$ cat src/rtl/serial_pkg.sv
// ---------------------------------------------------------------------------
// serial_pkg
// Shared definitions for the SUMP serial command front-end:
//   - SUMP opcode constants that have dedicated query strobes
//   - byte-receiver and command-assembler state encodings
//   - DEFAULT_DIV: power-on baud divisor (clocks per tick, minus 1)
// ---------------------------------------------------------------------------
package serial_pkg;

  localparam logic [7:0] OP_RESET    = 8'h00;
  localparam logic [7:0] OP_ID       = 8'h02;
  localparam logic [7:0] OP_METADATA = 8'h04;
  localparam logic [7:0] OP_DATAIN   = 8'h06;

  typedef enum logic [1:0] {
    RX_IDLE  = 2'd0,
    RX_START = 2'd1,
    RX_DATA  = 2'd2,
    RX_STOP  = 2'd3
  } rx_state_e;

  typedef enum logic [1:0] {
    ASM_WAIT_OP   = 2'd0,
    ASM_WAIT_DATA = 2'd1,
    ASM_PENDING   = 2'd2
  } asm_state_e;

  // Integer division is intentional: the divisor truncates toward a
  // slightly faster tick, matching the original receiver.
  function automatic int unsigned DEFAULT_DIV(input int unsigned freq,
                                               input int unsigned rate,
                                               input int unsigned oversample);
    return (freq / (rate * oversample)) - 32'd1;
  endfunction

endpackage

$ cat src/rtl/serial_cmd_rx_if.sv
// ---------------------------------------------------------------------------
// serial_cmd_rx_if
// Command delivery bundle between the serial command receiver and the core
// decoder / transmitter.
//   cmd            {opdata[31:0], opcode[7:0]}, valid with execute
//   execute        one-cycle command strobe
//   query_*        one-cycle strobes coincident with execute
//   hold           consumer back-pressure: high defers delivery
// master = command receiver, slave = consumer.
// ---------------------------------------------------------------------------
interface serial_cmd_rx_if;
  logic [39:0] cmd;
  logic        execute;
  logic        query_id;
  logic        query_metadata;
  logic        query_dataIn;
  logic        query_reset;
  logic        hold;

  modport master (
    output cmd, execute, query_id, query_metadata, query_dataIn, query_reset,
    input  hold
  );

  modport slave (
    input  cmd, execute, query_id, query_metadata, query_dataIn, query_reset,
    output hold
  );
endinterface

$ cat src/rtl/serial_rx_byte.sv
// ---------------------------------------------------------------------------
// serial_rx_byte
// Oversampling UART byte receiver: 2-flop synchroniser, reloadable baud tick
// generator and START/DATA/STOP byte FSM (8N1, LSB first).
// Ports:
//   clock, extReset       clock and synchronous active-high reset
//   rx                    asynchronous serial input
//   baud_div/_load        new divisor (clocks per tick - 1) and load strobe
//   tick                  one-cycle oversampling tick
//   byte_valid/byte_data  one-cycle pulse with the received byte
//   framing_err           one-cycle pulse on a low stop bit
// ---------------------------------------------------------------------------
module serial_rx_byte
  import serial_pkg::*;
#(
  parameter int unsigned OVERSAMPLE      = 16,
  parameter int unsigned DIV_W           = 16,
  parameter int unsigned DEFAULT_DIV_VAL = 53
) (
  input  logic             clock,
  input  logic             extReset,
  input  logic             rx,
  input  logic [DIV_W-1:0] baud_div,
  input  logic             baud_div_load,
  output logic             tick,
  output logic             byte_valid,
  output logic [7:0]       byte_data,
  output logic             framing_err
);

  localparam int unsigned TW = $clog2(OVERSAMPLE);
  localparam logic [TW-1:0] HALF_LAST = TW'(OVERSAMPLE / 2 - 1);
  localparam logic [TW-1:0] FULL_LAST = TW'(OVERSAMPLE - 1);

  logic             rx_meta_r;
  logic             rx_sync_r;
  logic [DIV_W-1:0] div_r;
  logic [DIV_W-1:0] tick_cnt_r;
  logic             tick_s;

  rx_state_e        state_r;
  rx_state_e        state_nxt_s;
  logic [TW-1:0]    tcnt_r;
  logic [TW-1:0]    tcnt_nxt_s;
  logic [2:0]       bit_r;
  logic [2:0]       bit_nxt_s;
  logic [7:0]       shift_r;
  logic [7:0]       shift_nxt_s;
  logic             valid_r;
  logic             valid_nxt_s;
  logic             ferr_r;
  logic             ferr_nxt_s;

  // Two-flop synchroniser; idles high like the line.
  always_ff @(posedge clock) begin
    if (extReset) begin
      rx_meta_r <= 1'b1;
      rx_sync_r <= 1'b1;
    end else begin
      rx_meta_r <= rx;
      rx_sync_r <= rx_meta_r;
    end
  end

  assign tick_s = (tick_cnt_r == {DIV_W{1'b0}});

  // Divisor register and tick down-counter; a load restarts the count so the
  // first tick at the new rate comes right after the load.
  always_ff @(posedge clock) begin
    if (extReset) begin
      div_r      <= DIV_W'(DEFAULT_DIV_VAL);
      tick_cnt_r <= {DIV_W{1'b0}};
    end else if (baud_div_load) begin
      div_r      <= baud_div;
      tick_cnt_r <= {DIV_W{1'b0}};
    end else if (tick_s) begin
      tick_cnt_r <= div_r;
    end else begin
      tick_cnt_r <= tick_cnt_r - {{(DIV_W-1){1'b0}}, 1'b1};
    end
  end

  // Byte FSM next-state: all sampling happens on ticks; a divisor load aborts
  // any partial byte without reporting an error.
  always_comb begin
    state_nxt_s = state_r;
    tcnt_nxt_s  = tcnt_r;
    bit_nxt_s   = bit_r;
    shift_nxt_s = shift_r;
    valid_nxt_s = 1'b0;
    ferr_nxt_s  = 1'b0;
    if (baud_div_load) begin
      state_nxt_s = RX_IDLE;
      tcnt_nxt_s  = {TW{1'b0}};
      bit_nxt_s   = 3'd0;
    end else if (tick_s) begin
      case (state_r)
        RX_IDLE: begin
          if (!rx_sync_r) begin
            state_nxt_s = RX_START;
            tcnt_nxt_s  = {TW{1'b0}};
          end else begin
            state_nxt_s = RX_IDLE;
          end
        end
        RX_START: begin
          // Mid start bit: a line already back high was only a glitch.
          if (tcnt_r == HALF_LAST) begin
            tcnt_nxt_s = {TW{1'b0}};
            bit_nxt_s  = 3'd0;
            if (!rx_sync_r) begin
              state_nxt_s = RX_DATA;
            end else begin
              state_nxt_s = RX_IDLE;
            end
          end else begin
            tcnt_nxt_s = tcnt_r + TW'(1);
          end
        end
        RX_DATA: begin
          if (tcnt_r == FULL_LAST) begin
            tcnt_nxt_s  = {TW{1'b0}};
            shift_nxt_s = {rx_sync_r, shift_r[7:1]};
            if (bit_r == 3'd7) begin
              state_nxt_s = RX_STOP;
            end else begin
              bit_nxt_s = bit_r + 3'd1;
            end
          end else begin
            tcnt_nxt_s = tcnt_r + TW'(1);
          end
        end
        RX_STOP: begin
          if (tcnt_r == FULL_LAST) begin
            tcnt_nxt_s  = {TW{1'b0}};
            state_nxt_s = RX_IDLE;
            if (rx_sync_r) begin
              valid_nxt_s = 1'b1;
            end else begin
              ferr_nxt_s = 1'b1;
            end
          end else begin
            tcnt_nxt_s = tcnt_r + TW'(1);
          end
        end
        default: begin
          state_nxt_s = RX_IDLE;
          tcnt_nxt_s  = {TW{1'b0}};
          bit_nxt_s   = 3'd0;
        end
      endcase
    end else begin
      state_nxt_s = state_r;
    end
  end

  // Byte FSM state and registered result pulses.
  always_ff @(posedge clock) begin
    if (extReset) begin
      state_r <= RX_IDLE;
      tcnt_r  <= {TW{1'b0}};
      bit_r   <= 3'd0;
      shift_r <= 8'h00;
      valid_r <= 1'b0;
      ferr_r  <= 1'b0;
    end else begin
      state_r <= state_nxt_s;
      tcnt_r  <= tcnt_nxt_s;
      bit_r   <= bit_nxt_s;
      shift_r <= shift_nxt_s;
      valid_r <= valid_nxt_s;
      ferr_r  <= ferr_nxt_s;
    end
  end

  assign tick        = tick_s;
  assign byte_valid  = valid_r;
  assign byte_data   = shift_r;
  assign framing_err = ferr_r;

endmodule

$ cat src/rtl/serial_cmd_rx.sv
// ---------------------------------------------------------------------------
// serial_cmd_rx
// SUMP command front-end: receives host bytes and assembles them into 40-bit
// commands {opdata, opcode}. Short opcodes (bit7 = 0) are single bytes; long
// opcodes carry four data bytes, least significant first.
// Ports:
//   clock, extReset       clock and synchronous active-high reset
//   rx                    asynchronous serial input
//   baud_div/_load        runtime baud divisor reload
//   bus (master)          cmd/execute/query strobes out, hold in
//   framing_err           one-cycle pulse, byte with low stop bit
//   overrun               one-cycle pulse, byte dropped while a command waits
//   timeout               one-cycle pulse, long command abandoned mid-way
// ---------------------------------------------------------------------------
module serial_cmd_rx
  import serial_pkg::*;
#(
  parameter int unsigned FREQ         = 100000000,
  parameter int unsigned RATE         = 115200,
  parameter int unsigned OVERSAMPLE   = 16,
  parameter int unsigned TIMEOUT_BITS = 32,
  parameter int unsigned DIV_W        = 16
) (
  input  logic             clock,
  input  logic             extReset,
  input  logic             rx,
  input  logic [DIV_W-1:0] baud_div,
  input  logic             baud_div_load,
  serial_cmd_rx_if.master  bus,
  output logic             framing_err,
  output logic             overrun,
  output logic             timeout
);

  localparam int unsigned DIV_DEFAULT = DEFAULT_DIV(FREQ, RATE, OVERSAMPLE);
  localparam bit          TO_EN       = (TIMEOUT_BITS != 32'd0);
  localparam logic [31:0] TO_LAST     = 32'(TIMEOUT_BITS * OVERSAMPLE - 32'd1);

  logic        tick_s;
  logic        byte_valid_s;
  logic [7:0]  byte_data_s;
  logic        framing_err_s;

  asm_state_e  asm_r;
  asm_state_e  asm_pre_s;
  asm_state_e  asm_nxt_s;
  logic [7:0]  opcode_r;
  logic [7:0]  opcode_nxt_s;
  logic [31:0] opdata_r;
  logic [31:0] opdata_nxt_s;
  logic [1:0]  dcnt_r;
  logic [1:0]  dcnt_nxt_s;
  logic [31:0] to_cnt_r;
  logic [31:0] to_cnt_nxt_s;

  logic        deliver_s;
  logic [39:0] deliver_cmd_s;
  logic        overrun_nxt_s;
  logic        timeout_nxt_s;

  logic [39:0] cmd_r;
  logic        exec_r;
  logic        q_id_r;
  logic        q_meta_r;
  logic        q_din_r;
  logic        q_rst_r;
  logic        overrun_r;
  logic        timeout_r;

  serial_rx_byte #(
    .OVERSAMPLE      (OVERSAMPLE),
    .DIV_W           (DIV_W),
    .DEFAULT_DIV_VAL (DIV_DEFAULT)
  ) u_rx_byte (
    .clock         (clock),
    .extReset      (extReset),
    .rx            (rx),
    .baud_div      (baud_div),
    .baud_div_load (baud_div_load),
    .tick          (tick_s),
    .byte_valid    (byte_valid_s),
    .byte_data     (byte_data_s),
    .framing_err   (framing_err_s)
  );

  // Assembler next-state. A command that completes with hold low is handed
  // over straight away; PENDING is only occupied while hold is high, or for
  // a short byte that arrives in the very cycle a pending command leaves.
  always_comb begin
    asm_pre_s     = asm_r;
    opcode_nxt_s  = opcode_r;
    opdata_nxt_s  = opdata_r;
    dcnt_nxt_s    = dcnt_r;
    to_cnt_nxt_s  = to_cnt_r;
    deliver_s     = 1'b0;
    deliver_cmd_s = cmd_r;
    overrun_nxt_s = 1'b0;
    timeout_nxt_s = 1'b0;
    case (asm_r)
      ASM_WAIT_OP: begin
        if (byte_valid_s) begin
          opcode_nxt_s = byte_data_s;
          opdata_nxt_s = 32'h0000_0000;
          dcnt_nxt_s   = 2'd0;
          to_cnt_nxt_s = 32'd0;
          if (byte_data_s[7]) begin
            asm_pre_s = ASM_WAIT_DATA;
          end else if (!bus.hold) begin
            deliver_s     = 1'b1;
            deliver_cmd_s = {32'h0000_0000, byte_data_s};
            asm_pre_s     = ASM_WAIT_OP;
          end else begin
            asm_pre_s = ASM_PENDING;
          end
        end else begin
          asm_pre_s = ASM_WAIT_OP;
        end
      end
      ASM_WAIT_DATA: begin
        // A byte always beats a timeout expiring in the same cycle.
        if (byte_valid_s) begin
          to_cnt_nxt_s = 32'd0;
          case (dcnt_r)
            2'd0:    opdata_nxt_s[7:0]   = byte_data_s;
            2'd1:    opdata_nxt_s[15:8]  = byte_data_s;
            2'd2:    opdata_nxt_s[23:16] = byte_data_s;
            default: opdata_nxt_s[31:24] = byte_data_s;
          endcase
          if (dcnt_r == 2'd3) begin
            dcnt_nxt_s = 2'd0;
            if (!bus.hold) begin
              deliver_s     = 1'b1;
              deliver_cmd_s = {byte_data_s, opdata_r[23:0], opcode_r};
              asm_pre_s     = ASM_WAIT_OP;
            end else begin
              asm_pre_s = ASM_PENDING;
            end
          end else begin
            dcnt_nxt_s = dcnt_r + 2'd1;
          end
        end else if (TO_EN && tick_s) begin
          if (to_cnt_r == TO_LAST) begin
            timeout_nxt_s = 1'b1;
            to_cnt_nxt_s  = 32'd0;
            asm_pre_s     = ASM_WAIT_OP;
          end else begin
            to_cnt_nxt_s = to_cnt_r + 32'd1;
          end
        end else begin
          to_cnt_nxt_s = to_cnt_r;
        end
      end
      ASM_PENDING: begin
        if (!bus.hold) begin
          deliver_s     = 1'b1;
          deliver_cmd_s = {opdata_r, opcode_r};
          // A byte landing on the delivery cycle starts the next command; a
          // short one parks in PENDING so the two strobes stay separate.
          if (byte_valid_s) begin
            opcode_nxt_s = byte_data_s;
            opdata_nxt_s = 32'h0000_0000;
            dcnt_nxt_s   = 2'd0;
            to_cnt_nxt_s = 32'd0;
            if (byte_data_s[7]) begin
              asm_pre_s = ASM_WAIT_DATA;
            end else begin
              asm_pre_s = ASM_PENDING;
            end
          end else begin
            asm_pre_s = ASM_WAIT_OP;
          end
        end else begin
          overrun_nxt_s = byte_valid_s;
          asm_pre_s     = ASM_PENDING;
        end
      end
      default: begin
        asm_pre_s = ASM_WAIT_OP;
      end
    endcase
    asm_nxt_s = framing_err_s ? ASM_WAIT_OP : asm_pre_s;
  end

  // Assembler state and registered command outputs.
  always_ff @(posedge clock) begin
    if (extReset) begin
      asm_r     <= ASM_WAIT_OP;
      opcode_r  <= 8'h00;
      opdata_r  <= 32'h0000_0000;
      dcnt_r    <= 2'd0;
      to_cnt_r  <= 32'd0;
      cmd_r     <= 40'h00_0000_0000;
      exec_r    <= 1'b0;
      q_id_r    <= 1'b0;
      q_meta_r  <= 1'b0;
      q_din_r   <= 1'b0;
      q_rst_r   <= 1'b0;
      overrun_r <= 1'b0;
      timeout_r <= 1'b0;
    end else begin
      asm_r     <= asm_nxt_s;
      opcode_r  <= opcode_nxt_s;
      opdata_r  <= opdata_nxt_s;
      dcnt_r    <= dcnt_nxt_s;
      to_cnt_r  <= to_cnt_nxt_s;
      cmd_r     <= deliver_cmd_s;
      exec_r    <= deliver_s;
      q_id_r    <= deliver_s && (deliver_cmd_s[7:0] == OP_ID);
      q_meta_r  <= deliver_s && (deliver_cmd_s[7:0] == OP_METADATA);
      q_din_r   <= deliver_s && (deliver_cmd_s[7:0] == OP_DATAIN);
      q_rst_r   <= deliver_s && (deliver_cmd_s[7:0] == OP_RESET);
      overrun_r <= overrun_nxt_s;
      timeout_r <= timeout_nxt_s;
    end
  end

  assign bus.cmd            = cmd_r;
  assign bus.execute        = exec_r;
  assign bus.query_id       = q_id_r;
  assign bus.query_metadata = q_meta_r;
  assign bus.query_dataIn   = q_din_r;
  assign bus.query_reset    = q_rst_r;
  assign framing_err        = framing_err_s;
  assign overrun            = overrun_r;
  assign timeout            = timeout_r;

endmodule

$ cat src/flat_wrapper.sv
// flat-port wrapper written by rule: the top's interface ports become plain ports
module serial_cmd_rx_flat import serial_pkg::*;
#(
  parameter int unsigned FREQ         = 100000000,
  parameter int unsigned RATE         = 115200,
  parameter int unsigned OVERSAMPLE   = 16,
  parameter int unsigned TIMEOUT_BITS = 32,
  parameter int unsigned DIV_W        = 16
)
  (clock, extReset, rx, baud_div, baud_div_load, framing_err, overrun, timeout, bus_cmd, bus_execute, bus_query_id, bus_query_metadata, bus_query_dataIn, bus_query_reset, bus_hold);
  serial_cmd_rx_if bus_i ();
  input  logic clock;
  input  logic extReset;
  input  logic rx;
  input  logic [DIV_W-1:0] baud_div;
  input  logic baud_div_load;
  output logic framing_err;
  output logic overrun;
  output logic timeout;
  output wire logic [$bits(bus_i.cmd)-1:0] bus_cmd;
  output wire logic [$bits(bus_i.execute)-1:0] bus_execute;
  output wire logic [$bits(bus_i.query_id)-1:0] bus_query_id;
  output wire logic [$bits(bus_i.query_metadata)-1:0] bus_query_metadata;
  output wire logic [$bits(bus_i.query_dataIn)-1:0] bus_query_dataIn;
  output wire logic [$bits(bus_i.query_reset)-1:0] bus_query_reset;
  input wire logic [$bits(bus_i.hold)-1:0] bus_hold;
  assign bus_cmd = bus_i.cmd;
  assign bus_execute = bus_i.execute;
  assign bus_query_id = bus_i.query_id;
  assign bus_query_metadata = bus_i.query_metadata;
  assign bus_query_dataIn = bus_i.query_dataIn;
  assign bus_query_reset = bus_i.query_reset;
  assign bus_i.hold = bus_hold;
  serial_cmd_rx #(.FREQ(FREQ), .RATE(RATE), .OVERSAMPLE(OVERSAMPLE), .TIMEOUT_BITS(TIMEOUT_BITS), .DIV_W(DIV_W)) u_core (.clock(clock), .extReset(extReset), .rx(rx), .baud_div(baud_div), .baud_div_load(baud_div_load), .bus(bus_i), .framing_err(framing_err), .overrun(overrun), .timeout(timeout));
endmodule
$ cat config.mk
export PLATFORM = sky130hd
export DESIGN_NAME = serial_cmd_rx_flat
export DESIGN_NICKNAME = d
export VERILOG_FILES = /design/src/rtl/serial_pkg.sv /design/src/rtl/serial_cmd_rx_if.sv /design/src/rtl/serial_rx_byte.sv /design/src/rtl/serial_cmd_rx.sv /design/src/flat_wrapper.sv
export SDC_FILE = /design/constraint.sdc
export NUM_CORES = 1
export LEC_CHECK = 0
export BUFFER_PORTS_ARGS = -buffer_cell sky130_fd_sc_hd__buf_2
export CORE_ASPECT_RATIO = 0.6
export CORE_MARGIN = 2
export CORE_UTILIZATION = 26
export CTS_CLUSTER_DIAMETER = 80
export DETAILED_ROUTE_END_ITERATION = 10
export PLACE_DENSITY = 0.46
export SYNTH_ARGS = -nofsm -noshare
export SYNTH_HDL_FRONTEND = slang
export SYNTH_HIERARCHICAL = 1
export SYNTH_SLANG_ARGS = --single-unit
$ cat constraint.sdc
create_clock -name clock -period 2.68 [get_ports clock]
set_clock_uncertainty 0.1 [all_clocks]
set_input_delay 0.402 -clock clock [delete_from_list [all_inputs] [get_ports clock]]
set_output_delay 0.402 -clock clock [all_outputs]
set_load 0.05 [all_outputs]
==> results.py <==
metrics = {
    "place": {
        "preCtsSetupSlack_ns": 0.169,
        "dp_hpwl_um": 14200,
        "dpl_cell_area_mm2": 0.00827,
        "dp_cells": 1213,
        "gp_congestion": 0.794,
        "port_buffers": 68,
    },
    "clocking": {
        "hold_buffers": 0,
        "clk_path_buf_depth": 2,
        "clkLatencyLatePin_ns": 0.44,
        "cts_sinks": 176,
        "clk_pin_slew_ns": 0.06,
        "htreeDepth": 4,
        "cts_buffers": 17,
        "cts_tree": "yes",
        "post_cts_buffers": 0,
        "cts_root_buf": "clkbuf_16",
    },
    "die": {
        "die_w_um": 223,
        "initial_utilization_pct": 26.7,
        "fp.dieH_um": 135,
        "pin_count": 69,
        "core_area_mm2": 0.0279,
        "num_rows": 47,
        "dieArea_mm2": 0.0301,
    },
    "sta": {
        "fmax_mhz": 414,
        "tightestPinTransition_ns": 0.722,
        "period_needed_ns": 2.42,
        "hold_viol": 0,
        "fin_tns_setup_ns": 0,
        "whs_ns": 0.0530,
        "rsz0062_at_grt": "false",
        "final-setup-viol-count": 0,
        "layout_setup_ws_ns": 0.265,
        "fin_crit_sh_pct": 90.1,
        "slew_viol_final": 0,
        "relSlewSlack_pct": 51.7,
    },
    "routing": {
        "vias": 5897,
        "wire_per_inst_um": 16.2,
        "drc": 0,
        "ant_nets": 0,
        "wl_met1_um": 11600,
        "dr.pass1.iters": 5,
        "route.met3.wl_um": 1120,
        "vias_per_cell": 4.74,
        "wl_um": 20100,
        "drt_iter0_markers": 504,
        "highest_layer": "met4",
        "wl_met2_um": 7240,
    },
    "worst_setup_path": {
        "worst_setup_path_end_kind": "register",
        "crit_type": "register to register",
        "cp-start-kind": "register",
        "arrival_ns": 2.67,
        "cp_data_required_time_ns": 2.93,
        "crit_fanout": 4,
    },
    "grt": {
        "grt_pass1_vias": 5570,
        "grt_overflow_total": 0,
        "grt_max_degree": 111,
        "grt_pass1_wl_um": 32100,
        "antenna_found_initial": 0,
        "track_usage_pct": 13.8,
    },
    "final_layout": {
        "final_cell_area_mm2": 0.00882,
        "final_nets": 897,
        "fin_util_pct": 31.7,
        "area_growth_pct": 18.4,
        "drive_gt1_share_pct": 17.2,
        "nFillCells": 2939,
        "stdcell_count": 1243,
        "antennaDiodeCount": 0,
    },
    "synth": {
        "syn_inst": 798,
        "synth_edf_count": 0,
        "synthFlopType": "dfxtp_1",
        "yosysTopAreaCell": "dfxtp_1",
        "syn_nets": 830,
        "yosysMostFrequentCell": "dfxtp_1",
        "avgSynthCellArea_um2": 9.34,
        "synth.area.top_cells": "dfxtp_1 47%, mux2i_1 8.2%, nor2_1 6.7%",
        "ys_warn_count": 6,
        "synth_seq_cells": 176,
        "synth-seq-area-share_pct": 47.3,
        "syn_area_mm2": 0.00745,
        "yosysTopAreaCellShare_pct": 47.3,
        "ys_types": 66,
        "synth_commonest_cells": "176 x dfxtp_1, 134 x nor2_1, 61 x mux2i_1",
        "ys_async_sr_fraction_pct": 0,
    },
    "pwr": {
        "p_leak_nw": 3.71,
        "ir_worst_vdd_mv": 0.485,
        "power.density_mw_per_mm2": 758,
        "total_power_mw": 6.69,
    },
    "flow_run": {
        "drv_cap": 0,
    },
    "min_path": {
        "min_path_type": "input pin to register",
    },
    "status": {
        "status": "completed",
    },
}
-- critical path, cell delays in order (launching register included) --
cell and delay, ns:
dfxtp_1 0.34, inv_1 0.08, ha_1 0.16, nor4b_2 0.23, and4_2 0.33, a21o_1 0.15, a22o_2 0.14, nand3_1 0.08
buf_4 0.17, or3_1 0.34, a211oi_1 0.21
-- power by group --
part | switching, mW | internal [mW] | leakage, nW | total [mW]
Sequential | 0.147 | 2.74 | 1.42 | 2.89
Clock | 1.02 | 1.37 | 0.265 | 2.39
Combinational | 0.822 | 0.591 | 2.03 | 1.41
Total | 1.99 | 4.70 | 3.71 | 6.69
-- placed cells by master, fill, tap and decap left out, drive strengths merged, types with 6 or more instances in the layout --
cell type  instances
inv               11
buf               97
a211oi            12
nor3              47
clkbuf            25
o21ai             19
xnor2             13
a21oi             18
nand3             23
a22oi             26
and3               8
mux2i             61
ha                11
a22o               7
nand2             27
and2              15
dfxtp            176
or4                7
nor4              14
nand4             23
a222oi            12
nor2b              6
xor2              26
nor2             135
-- path summary, 6_finish.rpt --
path | from | to | depth (start not counted) | slack (ns)
max | u_core/u_rx_byte/tick_cnt_r[1] | u_core/to_cnt_r[27] | 10 | 0.26
min | rx | u_core/u_rx_byte/rx_meta_r | 2 | 0.05
max reg2reg | u_core/u_rx_byte/tick_cnt_r[1] | u_core/to_cnt_r[27] | 10 | 0.26
min reg2reg | u_core/u_rx_byte/rx_meta_r | u_core/u_rx_byte/rx_sync_r | 1 | 0.32
-- registers in the layout, indices dropped and copies added, names as in the netlist, 4 cells and up, named ones only --
name and flops:
u_core/bus.cmd 40, u_core/opcode_r 8, u_core/opdata_r 32, u_core/to_cnt_r 32, u_core/u_rx_byte/byte_data 8, u_core/u_rx_byte/div_r 16
u_core/u_rx_byte/tcnt_r 4, u_core/u_rx_byte/tick_cnt_r 16
-- routing by layer --
layer	track usage, %	up-vias
met1	22.2	2752
li1	-	2993
met2	17.0	136
met5	0	-
met4	4.10	0
met3	3.93	16
-- cells by family (layout without fill, tap and decap cells) --
logic type | count (synthesis) | in the layout | synth area share [%]
xor+xnor | 39 | 39 | 4.58
compound gates | 114 | 114 | 11.2
mux | 61 | 61 | 8.19
simple gates | 337 | 337 | 23.3
flops | 176 | 176 | 47.3
fa+ha+maj | 11 | 11 | 1.85
buf+inv | 60 | 138 | 3.54
-- final cells by class --
type                       instances  area, um^2  share of cell area [%]
multi-input combinational        562        3680                    41.7
clock buffer                      25         495                    5.62
timing repair buffer              97         573                    6.49
sequential                       176        3520                    39.9
clock inverter                     5        55.1                   0.624
inverter                          11        41.3                   0.468
tap                              367         459                    5.20
-- repair_timing --
action	CTS	global route
setup endpoints to repair	0	2
gates resized for setup	0	1
hold endpoints to repair	0	0
No activity file was read; power rests on OpenSTA's default activity.
